==> src/rtl/conv_pkg.sv <==
// Shared definitions for the 3x3 convolution scheduler.
//   state_t  : scheduler FSM states
//   TAP_N    : taps per 3x3 window
//   RC_W     : width of the row/column counters and out_row/out_col
//   out_h/w  : output feature-map size for a given input size and padding
package conv_pkg;

    typedef enum logic [2:0] {
        IDLE,
        WAITRDY,
        TAP,
        GAP,
        DONE
    } state_t;

    localparam int unsigned TAP_N = 9;
    localparam int unsigned RC_W  = 8;

    function automatic int unsigned out_h(input int unsigned img_h, input int unsigned pad);
        return img_h - 2 + 2 * pad;
    endfunction

    function automatic int unsigned out_w(input int unsigned img_w, input int unsigned pad);
        return img_w - 2 + 2 * pad;
    endfunction

endpackage

==> src/rtl/conv3x3_sched_if.sv <==
// Handshake / bus bundle of the 3x3 convolution scheduler.
//   start, ofm_rdy            : control inputs to the scheduler
//   busy, done                : frame status
//   fm_rd_en, fm_addr         : feature-map SRAM read port
//   mac_vld, mac_pad, mac_tap : MAC tap strobes, aligned with SRAM read data
//   out_row, out_col          : coordinates of the window in the MAC phase
// Modports: master = scheduler side, slave = environment side.
interface conv3x3_sched_if
    import conv_pkg::*;
#(
    parameter int unsigned ADDR_W = 10
);

    logic              start;
    logic              ofm_rdy;
    logic              busy;
    logic              done;
    logic              fm_rd_en;
    logic [ADDR_W-1:0] fm_addr;
    logic              mac_vld;
    logic              mac_pad;
    logic [3:0]        mac_tap;
    logic [RC_W-1:0]   out_row;
    logic [RC_W-1:0]   out_col;

    modport master (
        input  start, ofm_rdy,
        output busy, done, fm_rd_en, fm_addr,
        output mac_vld, mac_pad, mac_tap, out_row, out_col
    );

    modport slave (
        output start, ofm_rdy,
        input  busy, done, fm_rd_en, fm_addr,
        input  mac_vld, mac_pad, mac_tap, out_row, out_col
    );

endinterface

==> src/rtl/conv3x3_tap_addr.sv <==
// Combinational window-tap address generator.
//   row, col : output-pixel coordinates of the window
//   tap      : tap index 0..8 (dr = tap/3, dc = tap%3)
//   in_range : the tap lands inside the input feature map
//   addr     : SRAM word address r*IMG_W + c (only meaningful when in_range)
module conv3x3_tap_addr
    import conv_pkg::*;
#(
    parameter int unsigned IMG_W  = 28,
    parameter int unsigned IMG_H  = 28,
    parameter int unsigned PAD    = 1,
    parameter int unsigned ADDR_W = 10
) (
    input  logic [RC_W-1:0]   row,
    input  logic [RC_W-1:0]   col,
    input  logic [3:0]        tap,
    output logic              in_range,
    output logic [ADDR_W-1:0] addr
);

    logic [1:0]             dr;
    logic [1:0]             dc;
    logic signed [RC_W:0]   r;
    logic signed [RC_W:0]   c;

    always_comb begin
        dr = 2'(tap / 4'd3);
        dc = 2'(tap % 4'd3);
        // One extra bit so that coordinate -1 (top/left padding) shows up as negative.
        r = $signed({1'b0, row} + {{(RC_W-1){1'b0}}, dr} - (RC_W+1)'(PAD));
        c = $signed({1'b0, col} + {{(RC_W-1){1'b0}}, dc} - (RC_W+1)'(PAD));
        in_range = !r[RC_W] && (r[RC_W-1:0] < RC_W'(IMG_H)) &&
                   !c[RC_W] && (c[RC_W-1:0] < RC_W'(IMG_W));
        addr = ADDR_W'(r[RC_W-1:0]) * ADDR_W'(IMG_W) + ADDR_W'(c[RC_W-1:0]);
    end

endmodule

==> src/rtl/conv3x3_sched.sv <==
// Sequencing controller for the 3x3 convolution datapath.
// Walks every output pixel of one channel in raster order, issuing the nine
// window-tap SRAM reads per pixel, then one gap cycle so the downstream tap
// counter sees mac_vld drop between windows. Stalls in WAITRDY while the
// result buffer is full.
//   clk, rst_n : clock, asynchronous active-low reset
//   bus        : conv3x3_sched_if.master (start/ofm_rdy in; status, SRAM
//                read port, MAC strobes and window coordinates out)
module conv3x3_sched
    import conv_pkg::*;
#(
    parameter int unsigned IMG_W  = 28,
    parameter int unsigned IMG_H  = 28,
    parameter int unsigned PAD    = 1,
    parameter int unsigned ADDR_W = 10
) (
    input  logic            clk,
    input  logic            rst_n,
    conv3x3_sched_if.master bus
);

    localparam int unsigned     OH       = out_h(IMG_H, PAD);
    localparam int unsigned     OW       = out_w(IMG_W, PAD);
    localparam logic [RC_W-1:0] ROW_LAST = RC_W'(OH - 1);
    localparam logic [RC_W-1:0] COL_LAST = RC_W'(OW - 1);
    localparam logic [3:0]      TAP_LAST = 4'(TAP_N - 1);

    state_t            state_q, state_d;
    logic [RC_W-1:0]   row_q, row_d;
    logic [RC_W-1:0]   col_q, col_d;
    logic [3:0]        tap_q, tap_d;

    logic              nxt_in_range;
    logic [ADDR_W-1:0] nxt_addr;

    logic              busy_q;
    logic              done_q;
    logic              rd_q;
    logic [ADDR_W-1:0] addr_q;
    logic              vld_q;
    logic              pad_q;
    logic [3:0]        mtap_q;
    logic [RC_W-1:0]   orow_q;
    logic [RC_W-1:0]   ocol_q;

    always_comb begin
        state_d = state_q;
        row_d   = row_q;
        col_d   = col_q;
        tap_d   = tap_q;
        case (state_q)
            IDLE: begin
                if (bus.start) begin
                    row_d = '0;
                    col_d = '0;
                    tap_d = '0;
                    // WAITRDY is skipped when ofm_rdy is already high, so tap 0
                    // issues in the cycle right after start.
                    state_d = bus.ofm_rdy ? TAP : WAITRDY;
                end
            end
            WAITRDY: begin
                if (bus.ofm_rdy) begin
                    state_d = TAP;
                    tap_d   = '0;
                end
            end
            TAP: begin
                if (tap_q == TAP_LAST) begin
                    state_d = GAP;
                end else begin
                    tap_d = tap_q + 4'd1;
                end
            end
            GAP: begin
                tap_d = '0;
                if (row_q == ROW_LAST && col_q == COL_LAST) begin
                    state_d = DONE;
                end else begin
                    if (col_q == COL_LAST) begin
                        col_d = '0;
                        row_d = row_q + RC_W'(1);
                    end else begin
                        col_d = col_q + RC_W'(1);
                    end
                    state_d = bus.ofm_rdy ? TAP : WAITRDY;
                end
            end
            DONE:    state_d = IDLE;
            default: state_d = IDLE;
        endcase
    end

    // Address of the tap issued next cycle, so the SRAM port can be registered.
    conv3x3_tap_addr #(
        .IMG_W  (IMG_W),
        .IMG_H  (IMG_H),
        .PAD    (PAD),
        .ADDR_W (ADDR_W)
    ) u_tap_addr (
        .row      (row_d),
        .col      (col_d),
        .tap      (tap_d),
        .in_range (nxt_in_range),
        .addr     (nxt_addr)
    );

    always_ff @(posedge clk or negedge rst_n) begin
        if (!rst_n) begin
            state_q <= IDLE;
            row_q   <= '0;
            col_q   <= '0;
            tap_q   <= '0;
            busy_q  <= 1'b0;
            done_q  <= 1'b0;
            rd_q    <= 1'b0;
            addr_q  <= '0;
            vld_q   <= 1'b0;
            pad_q   <= 1'b0;
            mtap_q  <= '0;
            orow_q  <= '0;
            ocol_q  <= '0;
        end else begin
            state_q <= state_d;
            row_q   <= row_d;
            col_q   <= col_d;
            tap_q   <= tap_d;
            busy_q  <= (state_d != IDLE);
            done_q  <= (state_d == DONE);
            rd_q    <= (state_d == TAP) && nxt_in_range;
            // Padding taps leave the address bus untouched.
            if ((state_d == TAP) && nxt_in_range) begin
                addr_q <= nxt_addr;
            end
            // MAC strobes trail the SRAM request by the one-cycle read latency.
            vld_q  <= (state_q == TAP);
            pad_q  <= (state_q == TAP) && !rd_q;
            mtap_q <= (state_q == TAP) ? tap_q : '0;
            if (state_q == TAP) begin
                orow_q <= row_q;
                ocol_q <= col_q;
            end
        end
    end

    assign bus.busy     = busy_q;
    assign bus.done     = done_q;
    assign bus.fm_rd_en = rd_q;
    assign bus.fm_addr  = addr_q;
    assign bus.mac_vld  = vld_q;
    assign bus.mac_pad  = pad_q;
    assign bus.mac_tap  = mtap_q;
    assign bus.out_row  = orow_q;
    assign bus.out_col  = ocol_q;

endmodule
==> src/flat_wrapper.sv <==
// flat-port wrapper written by rule: the top's interface ports become plain ports
module conv3x3_sched_flat import conv_pkg::*;
#(
    parameter int unsigned IMG_W  = 28,
    parameter int unsigned IMG_H  = 28,
    parameter int unsigned PAD    = 1,
    parameter int unsigned ADDR_W = 10
)
  (clk, rst_n, bus_start, bus_ofm_rdy, bus_busy, bus_done, bus_fm_rd_en, bus_fm_addr, bus_mac_vld, bus_mac_pad, bus_mac_tap, bus_out_row, bus_out_col);
  conv3x3_sched_if #(.ADDR_W(ADDR_W)) bus_i ();
  input  logic clk;
  input  logic rst_n;
  input wire logic [$bits(bus_i.start)-1:0] bus_start;
  input wire logic [$bits(bus_i.ofm_rdy)-1:0] bus_ofm_rdy;
  output wire logic [$bits(bus_i.busy)-1:0] bus_busy;
  output wire logic [$bits(bus_i.done)-1:0] bus_done;
  output wire logic [$bits(bus_i.fm_rd_en)-1:0] bus_fm_rd_en;
  output wire logic [$bits(bus_i.fm_addr)-1:0] bus_fm_addr;
  output wire logic [$bits(bus_i.mac_vld)-1:0] bus_mac_vld;
  output wire logic [$bits(bus_i.mac_pad)-1:0] bus_mac_pad;
  output wire logic [$bits(bus_i.mac_tap)-1:0] bus_mac_tap;
  output wire logic [$bits(bus_i.out_row)-1:0] bus_out_row;
  output wire logic [$bits(bus_i.out_col)-1:0] bus_out_col;
  assign bus_i.start = bus_start;
  assign bus_i.ofm_rdy = bus_ofm_rdy;
  assign bus_busy = bus_i.busy;
  assign bus_done = bus_i.done;
  assign bus_fm_rd_en = bus_i.fm_rd_en;
  assign bus_fm_addr = bus_i.fm_addr;
  assign bus_mac_vld = bus_i.mac_vld;
  assign bus_mac_pad = bus_i.mac_pad;
  assign bus_mac_tap = bus_i.mac_tap;
  assign bus_out_row = bus_i.out_row;
  assign bus_out_col = bus_i.out_col;
  conv3x3_sched #(.IMG_W(IMG_W), .IMG_H(IMG_H), .PAD(PAD), .ADDR_W(ADDR_W)) u_core (.clk(clk), .rst_n(rst_n), .bus(bus_i));
endmodule
==> config.mk <==
export PLATFORM = sky130hd
export DESIGN_NAME = conv3x3_sched_flat
export DESIGN_NICKNAME = d
export VERILOG_FILES = /design/src/rtl/conv_pkg.sv /design/src/rtl/conv3x3_sched_if.sv /design/src/rtl/conv3x3_tap_addr.sv /design/src/rtl/conv3x3_sched.sv /design/src/flat_wrapper.sv
export SDC_FILE = /design/constraint.sdc
export NUM_CORES = 1
export LEC_CHECK = 0
export ABC_AREA = 0
export CORE_UTILIZATION = 59
export DETAILED_ROUTE_END_ITERATION = 8
export HOLD_SLACK_MARGIN = 0.02
export PLACE_DENSITY = 0.82
export SYNTH_ARGS = -nofsm -noshare
export SYNTH_HDL_FRONTEND = slang
export SYNTH_SLANG_ARGS = --single-unit
export TNS_END_PERCENT = 100
==> constraint.sdc <==
create_clock -name clk -period 14.1 [get_ports clk]
set_input_delay 1.41 -clock clk [delete_from_list [all_inputs] [get_ports clk]]
set_output_delay 1.41 -clock clk [all_outputs]
set_load 0.03 [all_outputs]
=== Yosys cells after proc, flatten, opt, wreduce, memory -nomap -nowiden ===
Cells that the tools add are included.

* Register bits: 58
* Input bits: 4
* Output and inout port bits: 35
* Word-level logic and storage cells: 64

* $add $sub $neg: 8
* $mul: 1
* Div/mod/pow operators: 2
* $lt $le $gt $ge: 2
* Eq/ne operators: 8
* Mux-type cells: 19
* Reduce and logical (&&, ||, !) cells: 11

{| class="wikitable"
|+ Operator list
! cell !! number
|-
| $mux 8 || 6
|-
| $pmux 8 s2 || 2
|-
| $add 8x2->9 || 2
|-
| $sub 9x1->9 const B || 2
|-
| $add 8x1->8 const B || 2
|-
| $eq 8x5->1 const B || 2
|-
| $lt 8x5->1 const B || 2
|-
| $mux 4 || 4
|-
| $pmux 4 s4 || 1
|-
| $mux 3 || 4
|-
| $pmux 3 s4 || 1
|-
| $add 10x8->10 || 1
|-
| $eq 3x2->1 const B || 3
|-
| $mul 8x3->8 const B || 1
|-
| $logic_and 1x1->1 || 6
|-
| $add 4x1->4 const B || 1
|-
| $div 4x2->4 const B || 1
|-
| $eq 4x4->1 const B || 1
|-
| $mod 4x2->4 const B || 1
|-
| $eq 3x1->1 const B || 1
|-
| $eq 3x3->1 const B || 1
|-
| $logic_not 1->1 || 3
|-
| $logic_not 3->1 || 1
|-
| $reduce_bool 3->1 || 1
|-
| $mux 2 || 1
|}

=== Depth between registers and ports, before layout ===
Gate-level depths: netlist of run 1.

* Depth in word-level cells: 11
* Gate-level depth with buffers: 32
* Depth with buffers taken out: 31

=== Modules after synthesis ===
From an unflattened synthesis of run 1, not the netlist that was laid out.

* Cell total of the unflattened synthesis: 434
* Area total of the unflattened synthesis: 4022.6 um2

{| class="wikitable"
|+ Modules (own cells, without submodules)
! module !! times used !! cells an instance !! area an instance (um2)
|-
| conv3x3_sched || 1 || 249 || 2561.2
|-
| conv3x3_tap_addr || 1 || 185 || 1461.4
|}

=== Worst setup path before layout of run 1 ===
Ideal clock, no wire load.

* Path type: input-to-reg
* Start: input port bus_ofm_rdy
* End: register u_core.addr_q[9] (netlist: u_core.bus.fm_addr[9])
* Setup time: 0.151 ns
* Data arrival time: 6.736 ns
* Slack: 7.213 ns
* Cell stages on the path: 29
* Cell sequence: mux2_2 o21ai_0 a211o_1 or2_2 inv_1 ha_1 inv_1 ha_1 o211ai_1 o21ai_0 ha_1 a21oi_1 ha_1 inv_1 ha_1 fa_1 xor2_1 inv_1 fa_1 inv_1 ha_1 a21o_1 a21oi_1 xnor2_1 ha_1 nor4_1 nor4_1 xnor2_1 mux2i_1

* Cells in the longest elaborated chain, start to end: 10
* Elaborated cells on any way between the ends: 24
* Classes of those cells: add/sub (5); mul (1); div (2); order compare (2); eq/ne (1); mux (7); reduce/logical (6)

{| class="wikitable"
|+ Ends and longest elaborated chain
! what !! RTL line !! RTL
|-
| start: declaration || flat_wrapper.sv:14 || <nowiki>input wire logic [$bits(bus_i.ofm_rdy)-1:0] bus_ofm_rdy;</nowiki>
|-
| $mux 4 * || conv3x3_sched.sv:63 || <nowiki>if (bus.ofm_rdy) begin</nowiki>
|-
| $pmux 4 s4 * || conv3x3_sched.sv:51 || <nowiki>case (state_q)</nowiki>
|-
| net u_core.tap_d[3] || conv3x3_sched.sv:31 || <nowiki>logic [3:0] tap_q, tap_d;</nowiki>
|-
| branches (longest 8 deep; another with $add 10x8->10) || -- ||
|-
| end signal: assignment || conv3x3_sched.sv:133 || <nowiki>addr_q <= nxt_addr;</nowiki>
|-
| end: declaration || conv3x3_sched.sv:39 || <nowiki>logic [ADDR_W-1:0] addr_q;</nowiki>
|}

Mark *: on every way through the listed nets, which the timed path passes.
A chain may end at the register's enable or synchronous reset.

=== Worst setup path in the final report of run 1 ===
Ends and elaborated chain as after synthesis.

==> results of run 1 <==
## Yosys cell counts, types with 3 or more instances
cell type,instances,area share
a211oi_1,5,0.0090
a21boi_0,3,0.0054
a21o_1,10,0.018
a21oi_1,12,0.014
a22o_1,4,0.0084
and2_1,6,0.0090
and3_1,4,0.0060
buf_2,5,0.0060
clkbuf_1,6,0.0054
dfrtp_1,58,0.35
fa_1,7,0.034
ha_1,40,0.12
inv_1,47,0.042
mux2_2,8,0.022
mux2i_1,8,0.019
nand2_1,80,0.072
nand2b_1,8,0.012
nand3_1,10,0.012
nand4_1,3,0.0045
nor2_1,25,0.023
nor2b_1,3,0.0045
nor3_1,6,0.0072
nor4_1,4,0.0060
o21a_1,4,0.0072
o21ai_0,23,0.028
o31a_1,3,0.0063
o31ai_1,8,0.014
or2_2,3,0.0045
or3b_2,3,0.0063
xnor2_1,16,0.034
xor2_1,6,0.013
## worst max-delay path: cells and delay by family
| family | cells | cell delay, ns |
|---|---|---|
| adders and majority gates | 9 | 2.54 |
| muxes | 2 | 0.29 |
| xor gates and xnor gates | 3 | 0.61 |
| and+or+nand+nor | 3 | 0.75 |
| buffers and inverters | 6 | 0.91 |
| AOI/OAI and AO/OA | 7 | 1.36 |
## state kept, by name, indices dropped and copies added (netlist names)
signal               flops
u_core.bus.busy          1
u_core.bus.done          1
u_core.bus.fm_addr      10
u_core.bus.fm_rd_en      1
u_core.bus.mac_pad       1
u_core.bus.mac_tap       4
u_core.bus.mac_vld       1
u_core.bus.out_col       8
u_core.bus.out_row       8
u_core.col_q             8
u_core.row_q             8
u_core.state_q           3
u_core.tap_q             4
## cells by family (layout without fill, tap and decap cells)
| family | count (synthesis) | in the layout | share of synthesized area |
|---|---|---|---|
| AOI/OAI and AO/OA | 90 | 90 | 0.1516 |
| xor gates and xnor gates | 24 | 24 | 0.05724 |
| adders and majority gates | 47 | 47 | 0.1543 |
| buffers and inverters | 60 | 101 | 0.05604 |
| DFF | 58 | 58 | 0.3495 |
| muxes | 16 | 16 | 0.04098 |
| and+or+nand+nor | 167 | 167 | 0.1904 |
## routing by layer
metal,vias up,wire length [um],global-route usage
met5,-,0,0
met4,0,116,0.08333
met3,12,296,0.04716
met2,73,4065,0.4343
met1,1595,3779,0.3114
li1,1660,-,-
## final cells by class
cell class,instances,share of cell area
clock inverter,3,0.008368
inverter,47,0.03687
timing repair buffer,39,0.08002
sequential,58,0.3033
tap,96,0.02510
multi-input combinational,344,0.5160
clock buffer,12,0.03033
## per-stage QoR
| stage | hold slack, ns | std cells | cell area [um^2] | util |
|---|---|---|---|---|
| 6_report | 0.4294 | 599 | 4785 | 0.7042 |
| 3_5_place_dp | 0.4211 | 584 | 4599 | 0.6770 |
| 5_1_grt | 0.4353 | 599 | 4785 | 0.7042 |
| 4_1_cts | 0.4313 | 599 | 4785 | 0.7042 |
| 2_1_floorplan | 0.4870 | 462 | 4153 | - |
| 3_3_place_gp | 0.4168 | 584 | 4599 | 0.6770 |
## final timing paths
| kind | from | endpoint | slack [ns] | cells past startpoint |
|---|---|---|---|---|
| max | bus_ofm_rdy | u_core.bus.fm_addr[9]$_DFFE_PN0P_ | 6.41 | 30 |
| max reg2reg | u_core.state_q[1]$_DFF_PN0_ | u_core.bus.fm_addr[9]$_DFFE_PN0P_ | 6.52 | 30 |
| min | u_core.bus.fm_rd_en$_DFF_PN0_ | u_core.bus.mac_pad$_DFF_PN0_ | 0.43 | 1 |
| min reg2reg | u_core.bus.fm_rd_en$_DFF_PN0_ | u_core.bus.mac_pad$_DFF_PN0_ | 0.43 | 1 |
| min in group asynchronous | rst_n | u_core.bus.mac_tap[0]$_DFF_PN0_ | 1.21 | 2 |
| max in group asynchronous | rst_n | u_core.row_q[4]$_DFF_PN0_ | 12.43 | 2 |
==> impl_metrics.yaml, run 1 <==
global_route:
  grt_pass1_vias: 3249
  grt.overflow.total: 0
  grt_max_degree: 59
  grt_antenna_before_repair: 0
  grtUsageTotal: 0.2494
  grt_pass1_wl_mm: 14.53
synthesis:
  ys.flop_type: "dfrtp_1"
  synth_warnings: 0
  synthesis.instances: 462
  syn-num-nets: 513
  synthDistinctLibCells: 57
  synthArstFlopShare: 1.000
  synth_area_um2: 4153
  synth_edf_count: 0
  synth-seq-cells: 58
  seq_area_frac_synth: 0.3495
  syn_area_per_cell_um2: 8.989
sta:
  setup_viol: 0
  hold_viol: 0
  tightest_slew_ns: 0.8271
  rsz0062_at_grt: "false"
  finalMaxSlewViolations: 0
  postLayoutSetupSlackWorst_ns: 6.409
  timing.final.crit_share: 0.5455
  relSlewSlack: 0.4486
  fin_crit_ns: 7.691
  fin_tns_setup_ns: 0
  fmaxAchievable_ghz: 0.1300
  skew_ns: 0.005619
detailed_routing:
  viasPerCell: 5.576
  ant_nets: 0
  drc: 0
  post_drt_wl_per_cell_um: 13.79
  firstDrtPassIters: 4
  vias: 3340
  wl_mm: 8.258
  dr.first_iter.drc_count: 152
min_path:
  hold_class: "flip-flop to flip-flop"
floorplan:
  initial_core_util: 0.6112
  rows: 30
  boundaryPins: 39
  die_w_um: 85.90
  die_area_um2: 7378
  core_um2: 6794
  die_h_um: 85.90
cts:
  clockBufferDepth: 2
  post_cts_resized: 0
  clk_pin_slew_ns: 0.06
  cts_hold_buffers: 0
  cts_tree: "yes"
  cts_buffers: 9
  numClockSinks: 58
  cts-root-buf: "clkbuf_8"
  post-cts-setup-buffer-count: 0
  h-tree-depth: 3
  clk_latency_ns: 0.33
finish:
  fill_cells: 560
  nets: 550
  antenna_cells: 0
  multi_input_area_um2: 2469
  layout_commonest_cell: "nand2_1"
  ff_latch_area_um2: 1451
  area_growth_pct: 15.22
  drive_gt1_frac: 0.06759
  layout_common_cells: "nand2_1, dfrtp_1, inv_1"
setup_path:
  slowest_delay_ns: 0.61
  worstPathArrival_ns: 7.88
  slowest_stage: "fa_1"
  worst_path_most_repeated_cell: "ha_1"
  cp_max_fo: 5
  critPathRequiredTime_ns: 14.29
  critical_path_class: "input port to flip-flop"
  start_kind: "input port"
  critPathCaptureType: "flip-flop"
flow_run:
  cap_violations: 0
place:
  dpl.hpwl_mm: 6.340
  gp_congestion: 0.8755
  dp_slack_ns: 6.038
  io_buffer_count: 38
outcome:
  status: "completed"
Power of run 1 is left out: the tool's default activity adds up to more than one toggle a clock period on the data nets, which glitch-free logic cannot reach.
==> run 2: changes to the inputs <==
Settings changed: CORE_UTILIZATION 59 to 53, PLACE_DENSITY 0.82 to 0.78.
Clock period 14.1 ns to 6.45 ns, I/O delays scaled along.
==> impl_metrics.yaml, run 2 (same netlist as run 1, synthesis figures left out) <==
outcome:
  status: "completed"
cts:
  cts_hold_buffers: 0
  clockBufferDepth: 2
  numClockSinks: 58
  cts_tree: "yes"
  h-tree-depth: 3
  clk_pin_slew_ns: 0.07
  cts_buffers: 9
  clk_latency_ns: 0.34
  cts-root-buf: "clkbuf_8"
global_route:
  grt.overflow.total: 0
  grt_pass1_vias: 3579
  grt_antenna_before_repair: 0
  grt_max_degree: 59
  grtUsageTotal: 0.2419
  grt_pass1_wl_mm: 16.07
finish:
  instances_no_fill: 630
  area_growth_pct: 22.05
  layout_common_cells: "nand2_1, dfrtp_1, inv_1"
  nets: 577
  antenna_cells: 0
  drive_gt1_frac: 0.1412
  largest_reg_flops: 10
  layout_commonest_cell: "nand2_1"
setup_path:
  slowest_stage: "fa_1"
  ff2ff_setup_slack_ns: 0.45
  r2r_end: "u_core.bus.fm_addr[8]$_DFFE_PN0P_"
  cp_max_fo: 3
  critPathCaptureType: "flip-flop"
  critical_path_class: "input port to flip-flop"
  slowest_delay_ns: 0.56
  worstPathArrival_ns: 6.32
  crit_buf_inv: 7
  crit_family: "adder cells"
  start_kind: "input port"
  r2r-start: "u_core.state_q[0]$_DFF_PN0_"
  r2r_cells: 29
  critPathRequiredTime_ns: 6.67
floorplan:
  die_area_um2: 8193
  rows: 31
  die_h_um: 90.52
  die_w_um: 90.52
  boundaryPins: 39
  initial_core_util: 0.5605
  core_um2: 7408
min_path:
  hp-start: "u_core.bus.fm_rd_en$_DFF_PN0_"
  hold_class: "flip-flop to flip-flop"
  whs_endpoint: "u_core.bus.mac_pad$_DFF_PN0_"
  holdPathStages: 1
place:
  dpl.hpwl_mm: 6.804
  place_inst: 613
  io_buffer_count: 38
  gp_congestion: 0.8847
sta:
  relSlewSlack: 0.5197
  tightest_slew_ns: 0.7205
  timing.final.crit_share: 0.9461
  rsz0062_at_grt: "false"
  hold_viol: 0
  setup_viol: 0
  finalMaxSlewViolations: 0
  skew_ns: 0.006908
  fin_crit_ns: 6.102
  fmaxAchievable_ghz: 0.1639
detailed_routing:
  viasPerCell: 5.529
  wl_mm: 8.960
  ant_nets: 0
  dr.first_iter.drc_count: 220
  vias: 3483
  post_drt_wl_per_cell_um: 14.22
  drc: 0
  firstDrtPassIters: 4
flow_run:
  cap_violations: 0
## run 2: changes by cell type in the layout (fill, tap and decap cells not counted), sizes merged
cell,change
clkinvlp,+2
buf,+27
bufinv,-1
## run 2: per-layer routing
layer	vias up	wire length (um)	GRT usage
li1	1717	-	-
met1	1650	3976	0.3038
met2	102	4468	0.4021
met3	14	364	0.03872
met4	0	151	0.1237
met5	-	0	0
## run 2: how the worst max path moves through the flow
stage,from,slack (ns),end,cells past startpoint
global placement,bus_start,-0.13,u_core.bus.fm_addr[9]$_DFFE_PN0P_,30
global route,bus_start,0.005,u_core.bus.fm_addr[9]$_DFFE_PN0P_,28
finish,bus_start,0.35,u_core.bus.fm_addr[8]$_DFFE_PN0P_,29
floorplan,u_core.state_q[0]$_DFF_PN0_,0.14,u_core.bus.fm_addr[9]$_DFFE_PN0P_,32
CTS,bus_start,0.04,u_core.bus.fm_addr[9]$_DFFE_PN0P_,30
detailed placement,bus_start,-0.36,u_core.bus.fm_addr[9]$_DFFE_PN0P_,30
## run 2: stage by stage
stage	TNS (ns)	util	area (um^2)	hold slack, ns	setup WS, ns
2_1_floorplan	0	-	4153	0.3494	0.1363
3_3_place_gp	-0.2493	0.6494	4811	0.4168	-0.1324
3_5_place_dp	-1.404	0.6494	4811	0.4268	-0.3595
4_1_cts	0	0.6756	5005	0.4350	0.04381
5_1_grt	0	0.6842	5069	0.4546	0.005468
6_report	0	0.6842	5069	0.4325	0.3478
## run 2: cell type report
type / count / area, um^2
fill: 599 / 2340
clock buffer: 12 / 165.2
timing repair buffer: 66 / 598.1
clock inverter: 4 / 25.02
multi-input combinational: 344 / 2529
inverter: 47 / 176.4
sequential: 58 / 1451
tap: 99 / 123.9
## run 2: repair_timing
| item | CTS | global route |
|---|---|---|
| gates resized for setup | 1 | 15 |
| buffers inserted | 0 | 1 |
| pin swaps | 0 | 9 |
| endpoints found under the setup margin | 1 | 8 |
## run 2: worst reg2reg max path: cells and delay by family (launching register included)
kind / cells / cell delay [ns]
multiplexers: 1 / 0.09
AND/OR/NAND/NOR: 4 / 1.01
AO/OA/AOI/OAI: 6 / 0.81
buffers and inverters: 7 / 0.49
XOR/XNOR: 1 / 0.14
adder cells (fa/ha/maj): 10 / 2.93
flip-flops: 1 / 0.38
Power of run 2 is left out for the same reason.
==> variant 1 (config.mk and constraints of run 2) <==
The package constant `RC_W` goes from 8 to 6.
--- a/src/rtl/conv_pkg.sv
+++ b/src/rtl/conv_pkg.sv
@@ -16,3 +16,3 @@
     localparam int unsigned TAP_N = 9;
-    localparam int unsigned RC_W  = 8;
+    localparam int unsigned RC_W  = 6;
 
Interface: changed (resized bus_out_col and bus_out_row); port bits go from 39 to 35. No check against the original RTL was run, so the function may have changed too.
==> variant 1 against run 2 <==
  * Sequential cell count down 8
  * Core utilization is 3.3 points higher
  * Critical path depth increased by 3
  * Routed wire length shrank 13%
  * Sequential share of layout area hardly changed
  * Worst setup slack worse by 0.35 ns
  * Design area is 14% lower
  * Count of clock-buffer cells in the layout down 6
  * Non-clock buffer count grew 3
  * Area after synthesis down 17%
Power is not shown: default switching activity piles up to over one toggle a cycle in this logic, so the estimate is an artifact.
==> variant 1: results (changes against run 2) <==
Worst setup path
  – Slowest CP cell: fa_2
  – R2R depth: 32 (+10%)

Cells and area
  – Share of layout cells above drive strength 1: 27.5% (+13 points)
  – Layout non-clock buf frac: 13.9% (+2.1 points)
  – Layout clock area frac: 2.17% (-1.6 points)
  – CLK BUF: 6 (-6)
  – #MultiIn Comb: 244 (-29%)
  – P&R area growth vs syn: 27.1%
  – Fillers: 457 (-24%)
  – Fraction of area in multi-input gates: 49.3% (-0.59 points)

CTS
  – Reg clk slew, reported paths: 0.09 ns (+0.02 ns)
  – CTS Buf Count: 5 (-4)
  – Post-CTS Setup Inserts: 2 (+2)
  – Clk sinks: 50 (-14%)

Detailed routing
  – WL met3: 342 um (-6.0%)
  – DR vias: 2787 (-20%)
  – Met2 WL: 3990 um (-11%)
  – WL/cell: 15.9 um (+12%)
  – DRT iter0 DRCs: 182 (-17%)
  – Avg Vias per Cell: 5.70 (+3.1%)

Synthesis
  – Multiplexer share of the synthesized area: 8.51% (+4.4 points)
  – Post-synthesis compound-gate area fraction: 13.1% (-2.1 points)
  – Sequential fraction of the synthesis area: 36.4% (+1.4 points)
  – Most frequent cells after synthesis: dfrtp_1 (50), inv_1 (43), ha_1 (35)

Global routing
  – Met3 Track Usage GR: 4.62% (+0.74 points)
  – GRT Util Overall: 23.2% (-1.0 points)

STA
  – Setup Skew: 0.0102 ns (+0.00325 ns)

Placement
  – Placed inst area: 3980 um^2 (-17%)
  – Port bufs: 34 (-11%)
  – DP Worst Slack: -0.451 ns (-0.0919 ns)

Run status
  – Outcome: complete, no violations
[variant 1: worst max-delay path: cells and delay by family, from the launching register on]
family | cells | cell delay (ns)
flops | 1 | 0.44
buf+inv | 8 | 0.55
simple gates | 4 | 0.31
xor+xnor | 3 | 0.43
fa+ha+maj | 11 | 3.12
compound gates | 4 | 0.92
mux | 2 | 0.55
[variant 1: final timing paths]
kind / startpoint / end / slack [ns]
max: u_core.tap_q[1] / u_core.bus.fm_addr[9] / 0.0009
min: u_core.bus.fm_rd_en / u_core.bus.mac_pad / 0.42
min in group asynchronous: rst_n / u_core.bus.out_row[0] / 0.44
max in group asynchronous: rst_n / u_core.tap_q[0] / 5.55
max reg2reg: u_core.tap_q[1] / u_core.bus.fm_addr[9] / 0.0009
min reg2reg: u_core.bus.fm_rd_en / u_core.bus.mac_pad / 0.42
==> variant 2 (settings of run 2) <==
Made on the original files. Reset style: synchronous (`rst_n`), changed in one clocked block. Comments in the files are not updated.
--- a/src/rtl/conv3x3_sched.sv
+++ b/src/rtl/conv3x3_sched.sv
@@ -107,3 +107,3 @@
 
-    always_ff @(posedge clk or negedge rst_n) begin
+    always_ff @(posedge clk) begin
         if (!rst_n) begin
Function: differs if rst_n is asserted again (counterexample within 4 cycles, from zero or initial values and one cycle with rst_n low); with rst_n held inactive, the same outputs for 10 cycles.
==> variant 2 against run 2 <==
  * Final cell count increased by 5.9%
  * Area after synthesis is 0.99% lower
  * Routed wire length increased by 8.7%
  * Sequential cell count stayed put
  * Worst setup slack got worse by 0.028 ns
  * Design area is 0.22% lower
  * Die area is 0.97% lower
  * Critical path type unchanged
  * Largest cell class unchanged
Power is left out: it rests on default switching activity, and per cell area and clock period it moved more than threefold.
==> variant 2: results (changes against run 2) <==
Run status
  – Outcome: complete, no violations

Global routing
  – Largest net degree at the start of global routing: 47 (-20%)
  – Vias in the first global route: 3568 (-0.31%)

Cells and area
  – Share of layout cells above drive strength 1: 13.4% (-0.74 points)
  – Fillers: 627 (+4.7%)
  – Nets: 614 (+6.4%)

Detailed routing
  – Met2 WL: 4700 um (+5.2%)
  – DRT iter0 DRCs: 175 (-20%)
  – Drt pass-1 iters: 5 (+1)
  – Aggregate routed wire length: 9740 um (+8.7%)
  – DR vias: 3824 (+9.8%)
  – Avg Vias per Cell: 5.73 (+3.7%)

STA
  – Hold WS: 0.412 ns (-0.0200 ns)
  – Worst slew pin tran: 0.835 ns (+0.115 ns)

Worst setup path
  – Slowest CP cell: clkdlybuf4s50_1
  – R2R depth: 27 (-6.9%)
  – Reg-to-Reg Start: u_core.state_q[0]

Synthesis
  – Post-Syn Area per Cell: 8.19 um^2 (-8.9%)
  – Post-synthesis compound-gate area fraction: 21.0% (+5.8 points)
  – Most frequent cells after synthesis: dfxtp_1 (58), nand2_1 (52), a21oi_1 (45)
  – Multiplexer share of the synthesized area: 0.517% (-3.6 points)
  – Post-Synth XOR/XNOR Area: 6.21% (+0.48 points)
  – Count of cell types in the netlist: 68 (+19%)
  – Sequential fraction of the synthesis area: 28.2% (-6.7 points)
  – FFs w/ async S/R, synth: 0% (-100 points)
  – Post-Synth Adder-Cell Area: 15.6% (+0.15 points)
  – Synth area leaders: dfxtp_1 (28%), ha_1 (12%), a21oi_1 (5.5%)
  – Net count after synthesis: 553 (+7.8%)

Placement
  – Cell total after placement: 650 (+6.0%)
  – HPWL after DPL: 7210 um (+6.0%)
  – DP Worst Slack: -0.101 ns (+0.259 ns)
  – Placed inst area: 4730 um^2 (-1.7%)

Worst hold path
  – Hold endpoint: u_core.bus.mac_pad
-- variant 2: cell count changes after synthesis, sizes merged, moves of 8 or more --
cell and change:
nor2 +13, dfxtp +58, nand2 -28, dfrtp -58, a21oi +33, nand4 +8
-- variant 2: worst register-to-register path, cell delays in order (launching register included) --
cell,delay [ns]
dfxtp_1,0.34
or3b_2,0.54
o221ai_1,0.19
a32oi_1,0.09
or2_2,0.31
inv_1,0.06
ha_1,0.13
inv_1,0.04
ha_1,0.18
buf_4,0.15
o21ai_1,0.19
ha_2,0.21
a21oi_2,0.04
ha_2,0.18
inv_1,0.05
ha_1,0.18
fa_2,0.46
buf_4,0.16
fa_1,0.47
ha_1,0.32
a21o_1,0.18
a21oi_1,0.16
xnor2_1,0.09
ha_1,0.24
or3_1,0.38
o2111ai_1,0.09
xnor3_1,0.26
o31ai_2,0.20
-- variant 2: worst max-delay path by stage --
stage,startpoint,end,slack (ns),cells past startpoint
floorplan,u_core.state_q[1],u_core.bus.fm_addr[9],0.06,29
global placement,bus_start,u_core.bus.fm_addr[8],0.03,31
detailed placement,bus_ofm_rdy,u_core.bus.fm_addr[8],-0.10,31
CTS,bus_ofm_rdy,u_core.bus.fm_addr[8],0.19,31
global route,bus_ofm_rdy,u_core.bus.fm_addr[9],-0.04,28
finish,bus_ofm_rdy,u_core.bus.fm_addr[9],0.32,28
-- variant 2: layout make-up --
type | instances | area, um^2 | share of cell area (%)
flip-flops and latches | 58 | 1160 | 23.0
well taps | 99 | 124 | 2.45
clock inverters | 7 | 125 | 2.47
inverters | 43 | 161 | 3.19
multi-input cells | 382 | 2750 | 54.4
clock buffers | 9 | 124 | 2.45
repair buffers | 69 | 613 | 12.1
-- variant 2: timing repair --
item	CTS	global route
gates resized for setup	0	16
endpoints found under the setup margin	0	11
buffers inserted	0	1
